$ cat src/rtl/spi_bank_loader_pkg.sv
// Shared definitions for the SPI bank loader: command codes, FSM states and
// the layout of a queued SDRAM write.
package spi_bank_loader_pkg;

    localparam logic [7:0] CMD_PING    = 8'h00;
    localparam logic [7:0] CMD_RUN     = 8'h02;
    localparam logic [7:0] CMD_KEY     = 8'h03;
    localparam logic [7:0] CMD_BANK    = 8'h04;
    localparam logic [7:0] CMD_STATUS  = 8'h05;
    localparam logic [7:0] CMD_HALT    = 8'h06;
    localparam logic [7:0] CMD_BANK_HI = 8'h07;

    localparam logic [7:0] RESP_OK_DEFAULT = 8'hA5;

    localparam int BANK_W   = 9;
    localparam int OFFSET_W = 14;
    localparam int ADDR_W   = BANK_W + OFFSET_W;

    typedef enum logic [2:0] {
        S_CMD,
        S_KEY_Y,
        S_KEY_X,
        S_BANK,
        S_DATA,
        S_STATUS,
        S_IGNORE
    } state_t;

    typedef struct packed {
        logic [BANK_W-1:0]   bank;
        logic [OFFSET_W-1:0] offset;
        logic [7:0]          data;
    } wr_entry_t;

    function automatic logic [7:0] status_byte(input logic ovf, input logic busy);
        return {6'b0, ovf, busy};
    endfunction

endpackage

$ cat src/rtl/spi_bank_loader_if.sv
// SDRAM write-request bus between the loader (master) and the SDRAM
// controller (slave).
interface spi_bank_loader_if;
    import spi_bank_loader_pkg::*;

    logic              sdram_init_busy;
    logic              sdram_wr;
    logic              sdram_ack;
    logic [ADDR_W-1:0] sdram_address;
    logic [7:0]        sdram_wdata;

    modport master (
        input  sdram_init_busy,
        input  sdram_ack,
        output sdram_wr,
        output sdram_address,
        output sdram_wdata
    );

    modport slave (
        output sdram_init_busy,
        output sdram_ack,
        input  sdram_wr,
        input  sdram_address,
        input  sdram_wdata
    );

endinterface

$ cat src/rtl/spi_bank_loader_fifo.sv
// Synchronous FIFO with a combinational head; DEPTH must be a power of two.
// A pop frees a slot for a push in the same cycle, so both are legal when full.
module spi_bank_loader_fifo #(
    parameter int WIDTH = 8,
    parameter int DEPTH = 4
) (
    input  logic             clk,
    input  logic             reset,
    input  logic             push,
    input  logic [WIDTH-1:0] wdata,
    input  logic             pop,
    output logic [WIDTH-1:0] rdata,
    output logic             full,
    output logic             empty
);

    localparam int AW = (DEPTH > 1) ? $clog2(DEPTH) : 1;

    logic [WIDTH-1:0] mem [DEPTH];
    logic [AW-1:0]    wr_ptr;
    logic [AW-1:0]    rd_ptr;
    logic [AW:0]      count;
    logic             do_push;
    logic             do_pop;

    assign empty   = (count == '0);
    assign full    = (count == (AW+1)'(DEPTH));
    assign do_pop  = pop && !empty;
    assign do_push = push && (!full || do_pop);
    assign rdata   = mem[rd_ptr];

    always_ff @(posedge clk) begin
        if (reset) begin
            wr_ptr <= '0;
            rd_ptr <= '0;
            count  <= '0;
        end else begin
            if (do_push) wr_ptr <= wr_ptr + AW'(1);
            if (do_pop)  rd_ptr <= rd_ptr + AW'(1);
            case ({do_push, do_pop})
                2'b10:   count <= count + (AW+1)'(1);
                2'b01:   count <= count - (AW+1)'(1);
                default: count <= count;
            endcase
        end
    end

    // Storage needs no reset: the pointers define what is valid.
    always_ff @(posedge clk) begin
        if (do_push) mem[wr_ptr] <= wdata;
    end

endmodule

$ cat src/rtl/spi_bank_loader.sv
// SPI command decoder that loads key-matrix writes, CPU reset control and
// queued SDRAM bank writes. Define SPI_BANK_LOADER_OVERFLOW_EN for a sticky
// FIFO-overflow flag in the status byte.
//
//   state    | meaning
//   ---------+---------------------------------------------------
//   S_CMD    | waiting for the command byte of a frame
//   S_KEY_Y  | next byte is the key row
//   S_KEY_X  | next byte is the key column data, then strobe
//   S_BANK   | next byte is bank low (04) or bank_hi select (07)
//   S_DATA   | every byte is queued as an SDRAM write
//   S_STATUS | status already loaded; next byte is a dummy
//   S_IGNORE | discard bytes until the frame ends
module spi_bank_loader
    import spi_bank_loader_pkg::*;
#(
    parameter int         FIFO_DEPTH = 4,
    parameter logic [7:0] RESP_OK    = RESP_OK_DEFAULT
) (
    input  logic                      clk,
    input  logic                      reset,
    input  logic                      frame_active,
    input  logic                      rx_valid,
    input  logic [7:0]                rx_data,
    output logic [7:0]                tx_data,
    output logic                      key_we,
    output logic [3:0]                key_y,
    output logic [7:0]                key_x,
    output logic                      cpu_reset,
    spi_bank_loader_if.master         sdram
);

    state_t              state;
    logic                hi_sel;
    logic                bank_hi;
    logic [BANK_W-1:0]   bank;
    logic [OFFSET_W-1:0] offset;

    logic                byte_in;
    logic                data_push;
    logic                push_ok;
    logic                fifo_pop;
    logic                fifo_full;
    logic                fifo_empty;
    logic                busy;
    logic                ovf;
    wr_entry_t           push_entry;
    wr_entry_t           head;

    assign byte_in    = frame_active && rx_valid;
    assign data_push  = byte_in && (state == S_DATA);
    assign push_ok    = data_push && (!fifo_full || fifo_pop);
    assign push_entry = '{bank: bank, offset: offset, data: rx_data};

    // Head of the queue is the live request; ack retires it this cycle.
    assign sdram.sdram_wr      = !fifo_empty && !sdram.sdram_init_busy;
    assign sdram.sdram_address = fifo_empty ? '0 : {head.bank, head.offset};
    assign sdram.sdram_wdata   = fifo_empty ? '0 : head.data;
    assign fifo_pop            = sdram.sdram_wr && sdram.sdram_ack;

    assign busy = sdram.sdram_init_busy || !fifo_empty || sdram.sdram_wr;

    spi_bank_loader_fifo #(
        .WIDTH ($bits(wr_entry_t)),
        .DEPTH (FIFO_DEPTH)
    ) u_fifo (
        .clk   (clk),
        .reset (reset),
        .push  (push_ok),
        .wdata (push_entry),
        .pop   (fifo_pop),
        .rdata (head),
        .full  (fifo_full),
        .empty (fifo_empty)
    );

`ifdef SPI_BANK_LOADER_OVERFLOW_EN
    logic drop;
    logic status_read;

    assign drop        = data_push && !push_ok;
    assign status_read = byte_in && (state == S_CMD) && (rx_data == CMD_STATUS);

    // The status read that reports the flag is also the one that clears it.
    always_ff @(posedge clk) begin
        if (reset)            ovf <= 1'b0;
        else if (drop)        ovf <= 1'b1;
        else if (status_read) ovf <= 1'b0;
    end
`else
    assign ovf = 1'b0;
`endif

    always_ff @(posedge clk) begin
        if (reset) begin
            state     <= S_CMD;
            hi_sel    <= 1'b0;
            bank_hi   <= 1'b0;
            bank      <= '0;
            offset    <= '0;
            tx_data   <= RESP_OK;
            key_we    <= 1'b0;
            key_y     <= 4'h0;
            key_x     <= 8'hFF;
            cpu_reset <= 1'b1;
        end else begin
            key_we <= 1'b0;
            if (!frame_active) begin
                state <= S_CMD;
            end else if (rx_valid) begin
                tx_data <= RESP_OK;
                case (state)
                    S_CMD: begin
                        case (rx_data)
                            CMD_PING:    state <= S_CMD;
                            CMD_RUN:     cpu_reset <= 1'b0;
                            CMD_KEY:     state <= S_KEY_Y;
                            CMD_BANK: begin
                                hi_sel <= 1'b0;
                                state  <= S_BANK;
                            end
                            CMD_STATUS: begin
                                tx_data <= status_byte(ovf, busy);
                                state   <= S_STATUS;
                            end
                            CMD_HALT:    cpu_reset <= 1'b1;
                            CMD_BANK_HI: begin
                                hi_sel <= 1'b1;
                                state  <= S_BANK;
                            end
                            default:     state <= S_IGNORE;
                        endcase
                    end
                    S_KEY_Y: begin
                        key_y <= rx_data[3:0];
                        state <= S_KEY_X;
                    end
                    S_KEY_X: begin
                        key_x  <= rx_data;
                        key_we <= 1'b1;
                        state  <= S_IGNORE;
                    end
                    S_BANK: begin
                        if (hi_sel) begin
                            bank_hi <= rx_data[0];
                            state   <= S_IGNORE;
                        end else begin
                            bank   <= {bank_hi, rx_data};
                            offset <= '0;
                            state  <= S_DATA;
                        end
                    end
                    // Offset advances even when the byte is dropped.
                    S_DATA:   offset <= offset + OFFSET_W'(1);
                    S_STATUS: state <= S_IGNORE;
                    S_IGNORE: state <= S_IGNORE;
                    default:  state <= S_CMD;
                endcase
            end
        end
    end

endmodule

$ cat src/flat_wrapper.sv
// flat-port wrapper written by rule: the top's interface ports become plain ports
module spi_bank_loader_flat import spi_bank_loader_pkg::*;
#(
    parameter int         FIFO_DEPTH = 4,
    parameter logic [7:0] RESP_OK    = RESP_OK_DEFAULT
)
  (clk, reset, frame_active, rx_valid, rx_data, tx_data, key_we, key_y, key_x, cpu_reset, sdram_sdram_init_busy, sdram_sdram_ack, sdram_sdram_wr, sdram_sdram_address, sdram_sdram_wdata);
  spi_bank_loader_if sdram_i ();
  input  logic clk;
  input  logic reset;
  input  logic frame_active;
  input  logic rx_valid;
  input  logic [7:0] rx_data;
  output logic [7:0] tx_data;
  output logic key_we;
  output logic [3:0] key_y;
  output logic [7:0] key_x;
  output logic cpu_reset;
  input wire logic [$bits(sdram_i.sdram_init_busy)-1:0] sdram_sdram_init_busy;
  input wire logic [$bits(sdram_i.sdram_ack)-1:0] sdram_sdram_ack;
  output wire logic [$bits(sdram_i.sdram_wr)-1:0] sdram_sdram_wr;
  output wire logic [$bits(sdram_i.sdram_address)-1:0] sdram_sdram_address;
  output wire logic [$bits(sdram_i.sdram_wdata)-1:0] sdram_sdram_wdata;
  assign sdram_i.sdram_init_busy = sdram_sdram_init_busy;
  assign sdram_i.sdram_ack = sdram_sdram_ack;
  assign sdram_sdram_wr = sdram_i.sdram_wr;
  assign sdram_sdram_address = sdram_i.sdram_address;
  assign sdram_sdram_wdata = sdram_i.sdram_wdata;
  spi_bank_loader #(.FIFO_DEPTH(FIFO_DEPTH), .RESP_OK(RESP_OK)) u_core (.clk(clk), .reset(reset), .frame_active(frame_active), .rx_valid(rx_valid), .rx_data(rx_data), .tx_data(tx_data), .key_we(key_we), .key_y(key_y), .key_x(key_x), .cpu_reset(cpu_reset), .sdram(sdram_i));
endmodule
$ cat config.mk
export PLATFORM = sky130hd
export DESIGN_NAME = spi_bank_loader_flat
export DESIGN_NICKNAME = d
export VERILOG_FILES = /design/src/rtl/spi_bank_loader_pkg.sv /design/src/rtl/spi_bank_loader_if.sv /design/src/rtl/spi_bank_loader_fifo.sv /design/src/rtl/spi_bank_loader.sv /design/src/flat_wrapper.sv
export SDC_FILE = /design/constraint.sdc
export NUM_CORES = 1
export LEC_CHECK = 0
export ABC_AREA = 1
export CORE_MARGIN = 10
export CORE_UTILIZATION = 35
export CTS_CLUSTER_DIAMETER = 150
export DETAILED_ROUTE_END_ITERATION = 6
export SLEW_MARGIN = 10
export SYNTH_ARGS = -nofsm -noshare
export SYNTH_HDL_FRONTEND = slang
export SYNTH_SLANG_ARGS = --single-unit
$ cat constraint.sdc
create_clock -name clk -period 3.45 [get_ports clk]
set_input_delay 0.345 -clock clk [delete_from_list [all_inputs] [get_ports clk]]
set_output_delay 0.345 -clock clk [all_outputs]
set_load 0.05 [all_outputs]
* Yosys cells after proc, flatten, opt, wreduce, memory -nomap -nowiden
Memories as Yosys holds them, arrays and structs flattened. A register that Yosys moved wholly into a read port is not among the register bits.
Index checks and enable logic that the tools add are counted.
Widths: inputs -> output; s select.
** Cells by class
- Add/sub/neg operators :: 5
- Eq/ne operators :: 17
- Mux-type cells :: 17
- Bitwise operators :: 4
- Reduce and logical (&&, ||, !) cells :: 35
** Operator list (number)
- $eq 8x3->1 const B :: 4
- $pmux 3 s5 :: 2
- $pmux 14 s2 :: 1
- $mux 8 :: 3
- $mux 23 :: 1
- $reduce_and 4->1 :: 5
- $eq 8x2->1 const B :: 2
- $add 14x1->14 const B :: 1
- $mux 14 :: 1
- $eq 3x3->1 const B :: 4
- $reduce_and 3->1 :: 3
- $logic_not 8->1 :: 1
- $reduce_bool 2->1 :: 4
- $logic_and 1x1->1 :: 7
- $eq 3x2->1 const B :: 2
- $logic_not 3->1 :: 2
- $mux 2 :: 3
- $pmux 3 s2 :: 1
- $reduce_or 2->1 :: 3
- $reduce_or 3->1 :: 2
- $add 2x1->2 const B :: 2
- $logic_or 1x1->1 :: 4
- $ne 2x2->1 const B :: 2
- $not 1->1 :: 4
- 9 further kinds :: 14
** Storage, ports and cells
- Register bits after elaboration :: 57
- Memory bits (writable) :: 124
- Input bits :: 14
- Output and inout port bits :: 54
- Logic and storage cells :: 92
- Memories :: 1
** Memories
- u_core.u_fifo.mem :: words 4, width 31, read ports 1, clocked after memory_dff 1, wr ports 1, RTL line spi_bank_loader_fifo.sv:19 : logic [WIDTH-1:0] mem [DEPTH];

* Depth between registers and ports, before layout
Gate-level depths: netlist of run 1.
- Depth in word-level cells :: 9
- Depth in mapped cells :: 12
- Depth with buffers taken out :: 12

* Modules after synthesis
From an unflattened synthesis of run 1, not the netlist that was laid out.
** Second synthesis, totals
- Cell total of the unflattened synthesis :: 727
- Area total of the unflattened synthesis :: 7388.3 µm²
** Modules (own cells, without submodules)
- spi_bank_loader_fifo :: instances 1, cells an instance 364, area each 5046.1 µm², sequential area each 3903.7 µm²
- spi_bank_loader :: instances 1, cells an instance 363, area each 2342.2 µm², sequential area each 880.8 µm²

* Worst setup path after synthesis of run 1
No wires, ideal clock.
- Kind :: register to register
- From :: register u_core.state[0]
- To :: memory u_core.u_fifo.mem[0][0] (netlist bit), enable pin
- Setup time :: 419 ps
- Arrival :: 2191 ps
- Required time :: 3031 ps
- Path slack :: 840 ps
- Cell stages (with the launch flop) :: 6
- Buffers on the path :: 0
- Period minus slack after synthesis :: 2610 ps
- Cell sequence :: dfxtp_1 nor2_1 nand2_1 nor2_1 nand2_1 nor2_1
** Between the ends
- Cells in the longest elaborated chain, start to end :: 6
** RTL lines
- start: declaration :: RTL line spi_bank_loader.sv:33 : state_t state;
- start signal: assignment :: RTL line spi_bank_loader.sv:96 : state <= S_CMD;
- start signal: assignment :: RTL line spi_bank_loader.sv:109 : state <= S_CMD;
- start signal: assignment :: RTL line spi_bank_loader.sv:115 : CMD_PING: state <= S_CMD;
- $eq 3x3->1 :: RTL line spi_bank_loader.sv:51 : assign data_push = byte_in && (state == S_DATA);
- $logic_and 1x1->1 :: RTL line spi_bank_loader.sv:51
- $logic_and 1x1->1 :: RTL line spi_bank_loader.sv:52 : assign push_ok = data_push && (!fifo_full || fifo_pop);
- $logic_and 1x1->1 :: RTL line spi_bank_loader_fifo.sv:29 : assign do_push = push && (!full || do_pop);
- $mux 1 :: RTL line spi_bank_loader_fifo.sv:50 : if (do_push) mem[wr_ptr] <= wdata;
- $mux 1 (implied by the code) :: RTL line spi_bank_loader_fifo.sv:50
- end: declaration :: RTL line spi_bank_loader_fifo.sv:19
Every way passes these cells.

==> results.py, run 1 <==
metrics = {
    "status": {
        "status": "finished, final reports clean",
    },
    "timing": {
        "relSlewSlack": 0.348,
        "fmax_mhz": 351,
        "finalSetupViolCount": 0,
        "min_period_ps": 2850,
        "drv_slew": 0,
        "final-hold-violation-count": 0,
        "worst_slew_pin_slew_ps": 977,
        "rsz0062_at_grt": "false",
        "clock_skew_ps": 12.8,
        "tns_ps": 0,
        "period_share": 0.826,
    },
    "run": {
        "drv_cap": 0,
    },
    "floorplanning": {
        "coreArea_um2": 20400,
        "ioPinCount": 68,
        "fp.dieW_um": 164,
        "start_util": 0.358,
        "die-area_um2": 27000,
        "row_count": 52,
        "die_h_um": 164,
    },
    "critical_path": {
        "crit_arrival_ps": 2500,
        "r2r_end": "u_core.u_fifo.count[2]",
        "r2r_cells": 12,
        "timing_worst_setup_path_type": "reg2out",
        "startpoint_type": "flop",
        "cp.required_ps": 3110,
        "timing.rr.start": "u_core.u_fifo.count[0]",
        "worstPathMaxFanout": 62,
        "r2r_slack_ps": 1100,
        "end_kind": "output pin",
    },
    "global_route": {
        "grt_util_met2": 0.206,
        "grt_overflow": 0,
        "grt_use_met3": 0.0433,
        "first_global_vias": 4997,
        "grt_pass1_wl_um": 27400,
        "top_usage_layer": "met2",
        "grt_usage": 0.131,
        "grt_start_max_net_pins": 63,
        "antenna_found_initial": 0,
        "gr-usage-met1": 0.166,
    },
    "synthesis": {
        "synth_edf_count": 124,
        "seq_area_frac_synth": 0.657,
        "synth_most_common_cell": "nor2_1",
        "synth_largest_area_cell": "edfxtp_1",
        "ys_seq_elements": 177,
        "synth_cells": 717,
        "synth_cell_type_count": 35,
        "synth_top_flop_cell": "edfxtp_1",
        "syn_area_per_cell_um2": 10.2,
        "synth.area.top_cells": "edfxtp_1, dfxtp_1, nor2_1",
        "synthArstFlopShare": 0,
        "synth_area_um2": 7280,
        "yosysTopAreaCellShare": 0.511,
        "synth_common_cells": "nor2_1, edfxtp_1, o21ai_0",
        "yosysWarnings": 0,
    },
    "drt": {
        "postRouteAntennaNets": 0,
        "via_count": 5167,
        "firstDrtPassIters": 4,
        "drt-total-wl_um": 17100,
        "post_drt_wl_per_cell_um": 16.1,
        "viasPerCell": 4.86,
        "drc": 0,
        "drtIter0Drc": 339,
    },
    "power_and_ir_drop": {
        "power_density_nw_per_um2": 471,
        "vdd_ir_drop_max_uv": 312,
        "pwr-share-clk": 0.421,
        "leakage_nw": 3.29,
        "p_comb_frac": 0.047,
        "swShare": 0.215,
        "intPower_w": 0.00335,
        "pwr-share-seq": 0.531,
        "p_sw_w": 0.000919,
    },
    "cells_and_area": {
        "multiInputGateArea_um2": 2160,
        "nets": 801,
        "drive_above_1_share": 0.113,
        "area_growth_pct": 24.5,
        "final_util": 0.445,
        "diodes": 0,
        "fillers": 1895,
        "regArea_um2": 4790,
    },
    "clocking": {
        "post_cts_resized": 0,
        "clock-root-buffer": "clkbuf_16",
        "tritoncts": "built",
        "cts.sinks": 177,
        "cts_buffer_depth": 2,
        "numCtsBuffers": 17,
        "clk_latency_ps": 430,
        "clkTransAtPathRegs_ps": 60,
        "cts_setup_buffers": 0,
        "htree_levels": 4,
        "cts_hold_buf": 0,
    },
    "worst_hold_path": {
        "min_from": "u_core.u_fifo.rd_ptr[0]",
        "holdPathStages": 1,
        "worstHoldPathType": "reg2reg",
        "min_to": "u_core.u_fifo.rd_ptr[0]",
    },
    "place": {
        "hpwl_um": 10900,
        "port_buffers": 63,
        "place.gp.congestion": 0.806,
    },
}
==> worst max-delay path, stage by stage (launching register included) <==
cell and delay (ps):
dfxtp_2 500, inv_2 800, o21ai_0 230, a21oi_1 360
buf_12 190
==> layout make-up <==
type                            instances  share of cell area
Sequential cell                       177               0.528
Inverter                               49              0.0203
Clock inverter                          8             0.00580
Multi-Input combinational cell        459               0.238
Timing Repair Buffer                   76               0.115
Clock buffer                           24              0.0556
Tap cell                              270              0.0373
==> state kept, by name, indices dropped and copies added, names as in the netlist, named ones only <==
signal                count
u_core.u_fifo.rd_ptr      2
u_core.state              3
u_core.u_fifo.count       3
u_core.bank_hi            1
u_core.key_x              8
u_core.key_y              4
u_core.key_we             1
u_core.bank               9
u_core.tx_data            2
u_core.u_fifo.mem       124
u_core.cpu_reset          1
u_core.u_fifo.wr_ptr      2
u_core.offset            14
u_core.hi_sel             1
==> cells in the final DEF (no fill, tap or decap), types with 4 or more instances in the layout <==
master / instances
o211ai_1: 9
edfxtp_1: 124
clkdlybuf4s50_1: 32
nor2_1: 156
nand2_1: 69
nor2_2: 5
inv_1: 46
nand3_1: 19
clkbuf_16: 18
nor3_1: 5
buf_4: 13
o21ai_1: 6
nand4_1: 11
dfxtp_1: 52
buf_12: 31
o21ai_0: 82
a21oi_1: 71
conb_1: 4
ha_1: 6
==> stage by stage <==
| step | setup WS [ps] | total power [W] | cells | instance area, µm² | hold slack [ps] |
|---|---|---|---|---|---|
| 2_1_floorplan | 840 | 0.00243 | 720 | 7290 | 423 |
| 3_3_place_gp | 766 | 0.00252 | 1031 | 8510 | 456 |
| 3_5_place_dp | 804 | 0.00252 | 1031 | 8510 | 465 |
| 4_1_cts | 510 | 0.00430 | 1063 | 9060 | 479 |
| 5_1_grt | 376 | 0.00441 | 1063 | 9060 | 509 |
| 6_report | 601 | 0.00427 | 1063 | 9060 | 476 |
==> per-layer routing <==
| metal | share of wire | routed length [µm] |
|---|---|---|
| met3 | 0.060 | 1020 |
| met4 | 0.015 | 263 |
| met2 | 0.46 | 7830 |
| met5 | 0 | 0 |
| met1 | 0.47 | 8020 |
==> kinds of logic after synthesis <==
group                    count (synthesis)  synth area share
AND/OR/NAND/NOR                        272             0.153
other                                    1          0.000515
buffers and inverters                   84            0.0491
AO/OA/AOI/OAI                          176             0.127
adder cells (fa/ha/maj)                  7            0.0131
flip-flops                             177             0.657
==> power groups by stage <==
stage	Sequential [W]	Clock [W]	Combinational, W
floorplan	0.00232	0	0.000108
global placement	0.00231	0	0.000202
detailed placement	0.00231	0	0.000203
CTS	0.00227	0.00183	0.000204
global route	0.00227	0.00192	0.000219
finish	0.00227	0.00180	0.000201
==> how the worst max path moves through the flow <==
| stage | startpoint | end | slack [ps] | cells past startpoint |
|---|---|---|---|---|
| 6_report | flop | sdram_sdram_wdata[6] | 600 | 4 |
| 5_1_grt | flop | sdram_sdram_address[13] | 380 | 4 |
| 4_1_cts | flop | sdram_sdram_wdata[6] | 510 | 4 |
| 3_5_place_dp | sdram_sdram_init_busy | u_core.u_fifo.count[2] | 800 | 12 |
| 3_3_place_gp | sdram_sdram_init_busy | u_core.u_fifo.count[2] | 770 | 12 |
| 2_1_floorplan | u_core.state[0] | u_core.u_fifo.mem[0][0] | 840 | 5 |
Power figures use the tool's default switching activity.
==> run 2, diff against run 1 <==
==> constraint.sdc (replaced) <==
create_clock -name clk -period 2.38 [get_ports clk]
set_input_delay 0.238 -clock clk [delete_from_list [all_inputs] [get_ports clk]]
set_output_delay 0.238 -clock clk [all_outputs]
set_load 0.05 [all_outputs]
==> run 2 against run 1 <==
Clock power grew 47%. Clock-buffer cell count shrank 4. Setup slack lost 430 ps. Critical endpoint is now sdram_sdram_address[4]. Highest routed layer unchanged.
==> results.py, run 2 (synthesis gave the netlist of run 1 again) <==
metrics = {
    "global_route": {
        "first_global_vias": 5063,
        "grt_start_max_net_pins": 33,
        "grt_overflow": 0,
        "grt_usage": 0.132,
        "grt_pass1_wl_um": 27800,
        "antenna_found_initial": 0,
    },
    "status": {
        "status": "finished, final reports clean",
    },
    "drt": {
        "post_drt_wl_per_cell_um": 16.3,
        "via_count": 5266,
        "drtIter0Drc": 419,
        "drc": 0,
        "drt-total-wl_um": 17500,
        "postRouteAntennaNets": 0,
        "viasPerCell": 4.89,
        "firstDrtPassIters": 5,
    },
    "cells_and_area": {
        "drive_above_1_share": 0.132,
        "largest_register": "u_core.u_fifo.mem",
        "nets": 814,
        "largest_reg_flops": 124,
        "final_cell_mix": "nor2_1, edfxtp_1, o21ai_0",
        "diodes": 0,
        "reg_top3": "u_core.u_fifo.mem x124, u_core.offset x14, u_core.bank x9",
        "final_common_cell": "nor2_1",
        "final_util": 0.454,
        "area_growth_pct": 26.9,
    },
    "worst_hold_path": {
        "holdPathStages": 3,
        "min_from": "frame_active",
        "worstHoldPathType": "in2reg",
        "min_to": "u_core.state[1]",
    },
    "floorplanning": {
        "row_count": 52,
        "die_h_um": 164,
        "fp.dieW_um": 164,
        "ioPinCount": 68,
        "coreArea_um2": 20400,
        "start_util": 0.358,
        "die-area_um2": 27000,
    },
    "run": {
        "drv_cap": 0,
    },
    "critical_path": {
        "r2r_cells": 12,
        "timing.rr.start": "u_core.u_fifo.count[0]",
        "startpoint_type": "flop",
        "crit_arrival_ps": 1970,
        "cp.required_ps": 2140,
        "end_kind": "output pin",
        "worstPathMaxFanout": 23,
        "timing_worst_setup_path_type": "reg2out",
        "r2r_end": "u_core.u_fifo.count[2]",
        "r2r_slack_ps": 280,
    },
    "power_and_ir_drop": {
        "power_density_nw_per_um2": 675,
        "leakage_nw": 3.36,
        "vdd_ir_drop_max_uv": 468,
    },
    "timing": {
        "drv_slew": 0,
        "relSlewSlack": 0.529,
        "rsz0062_at_grt": "false",
        "min_period_ps": 2210,
        "clock_skew_ps": 13.4,
        "fmax_mhz": 452,
        "finalSetupViolCount": 0,
        "period_share": 0.929,
        "worst_slew_pin_slew_ps": 703,
        "final-hold-violation-count": 0,
        "tns_ps": 0,
    },
    "place": {
        "port_buffers": 63,
        "place.gp.congestion": 0.865,
        "hpwl_um": 11300,
    },
    "clocking": {
        "htree_levels": 4,
        "clk_latency_ps": 430,
        "tritoncts": "built",
        "cts_hold_buf": 0,
        "cts_buffer_depth": 2,
        "numCtsBuffers": 17,
        "clock-root-buffer": "clkbuf_16",
        "cts.sinks": 177,
        "clkTransAtPathRegs_ps": 70,
    },
}
==> run 2: cell count changes in the layout (fill, tap and decap cells not counted), moves of 2 or more <==
| cell | previous run | this run |
|---|---|---|
| buf_4 | 13 | 21 |
| clkinvlp_4 | 0 | 2 |
| buf_12 | 31 | 36 |
| inv_6 | 0 | 2 |
==> run 2: per-stage QoR <==
| stage | hold slack, ps | worst slack, ps | power (W) | area (µm²) | std cells |
|---|---|---|---|---|---|
| after global routing | 450 | 1.50 | 0.00643 | 9240 | 1076 |
| after detailed placement | 464 | 81.7 | 0.00366 | 8660 | 1044 |
| after CTS | 422 | 28.2 | 0.00630 | 9240 | 1076 |
| after global placement | 449 | 97.6 | 0.00366 | 8660 | 1044 |
| final | 446 | 169 | 0.00624 | 9240 | 1076 |
| after floorplan | 316 | -230 | 0.00353 | 7290 | 720 |
==> run 2: power breakdown <==
group	total, W	switching, W	internal, W
Clock	0.00265	0.00115	0.00150
Combinational	0.000303	0.000201	0.000102
Sequential	0.00329	0.0000110	0.00328
Total	0.00624	0.00137	0.00487
==> run 2: cell type report <==
class                      instances  area, µm²
clock buffer                      20        457
clock inverter                    12        108
fill                            1853      11100
inverter                          49        186
multi-input combinational        459       2160
sequential                       177       4790
tap                              270        338
timing repair buffer              89       1200
==> run 2: per-layer routing <==
| layer | up-vias | wire length [µm] | global-route usage | share of wire |
|---|---|---|---|---|
| met1 | 2491 | 7850 | 0.167 | 0.45 |
| met5 | - | 0 | 0 | 0 |
| met2 | 132 | 8240 | 0.209 | 0.47 |
| met3 | 25 | 1130 | 0.0408 | 0.065 |
| li1 | 2618 | - | - | - |
| met4 | 0 | 262 | 0.0496 | 0.015 |
==> run 2: how the worst max path moves through the flow <==
stage	endpoint	cells after the start	slack, ps
3_5_place_dp	u_core.u_fifo.count[2]	12	80
2_1_floorplan	u_core.u_fifo.mem[0][0]	5	-230
5_1_grt	sdram_sdram_wdata[0]	6	2
6_report	sdram_sdram_address[4]	6	170
4_1_cts	sdram_sdram_wdata[0]	5	30
3_3_place_gp	u_core.u_fifo.count[2]	12	100
==> run 2: worst max-delay path, cell delays in order, from the launching register on <==
cell and delay [ps]:
dfxtp_1 330, inv_1 220, buf_12 250, nor2_1 100, o21ai_0 100, a21oi_1 330, buf_12 190
==> run 2: what timing repair did <==
item,in CTS,in global routing
resized for setup,2,3
pin swaps,0,0
setup endpoints to repair,20,6
buffers inserted,0,0
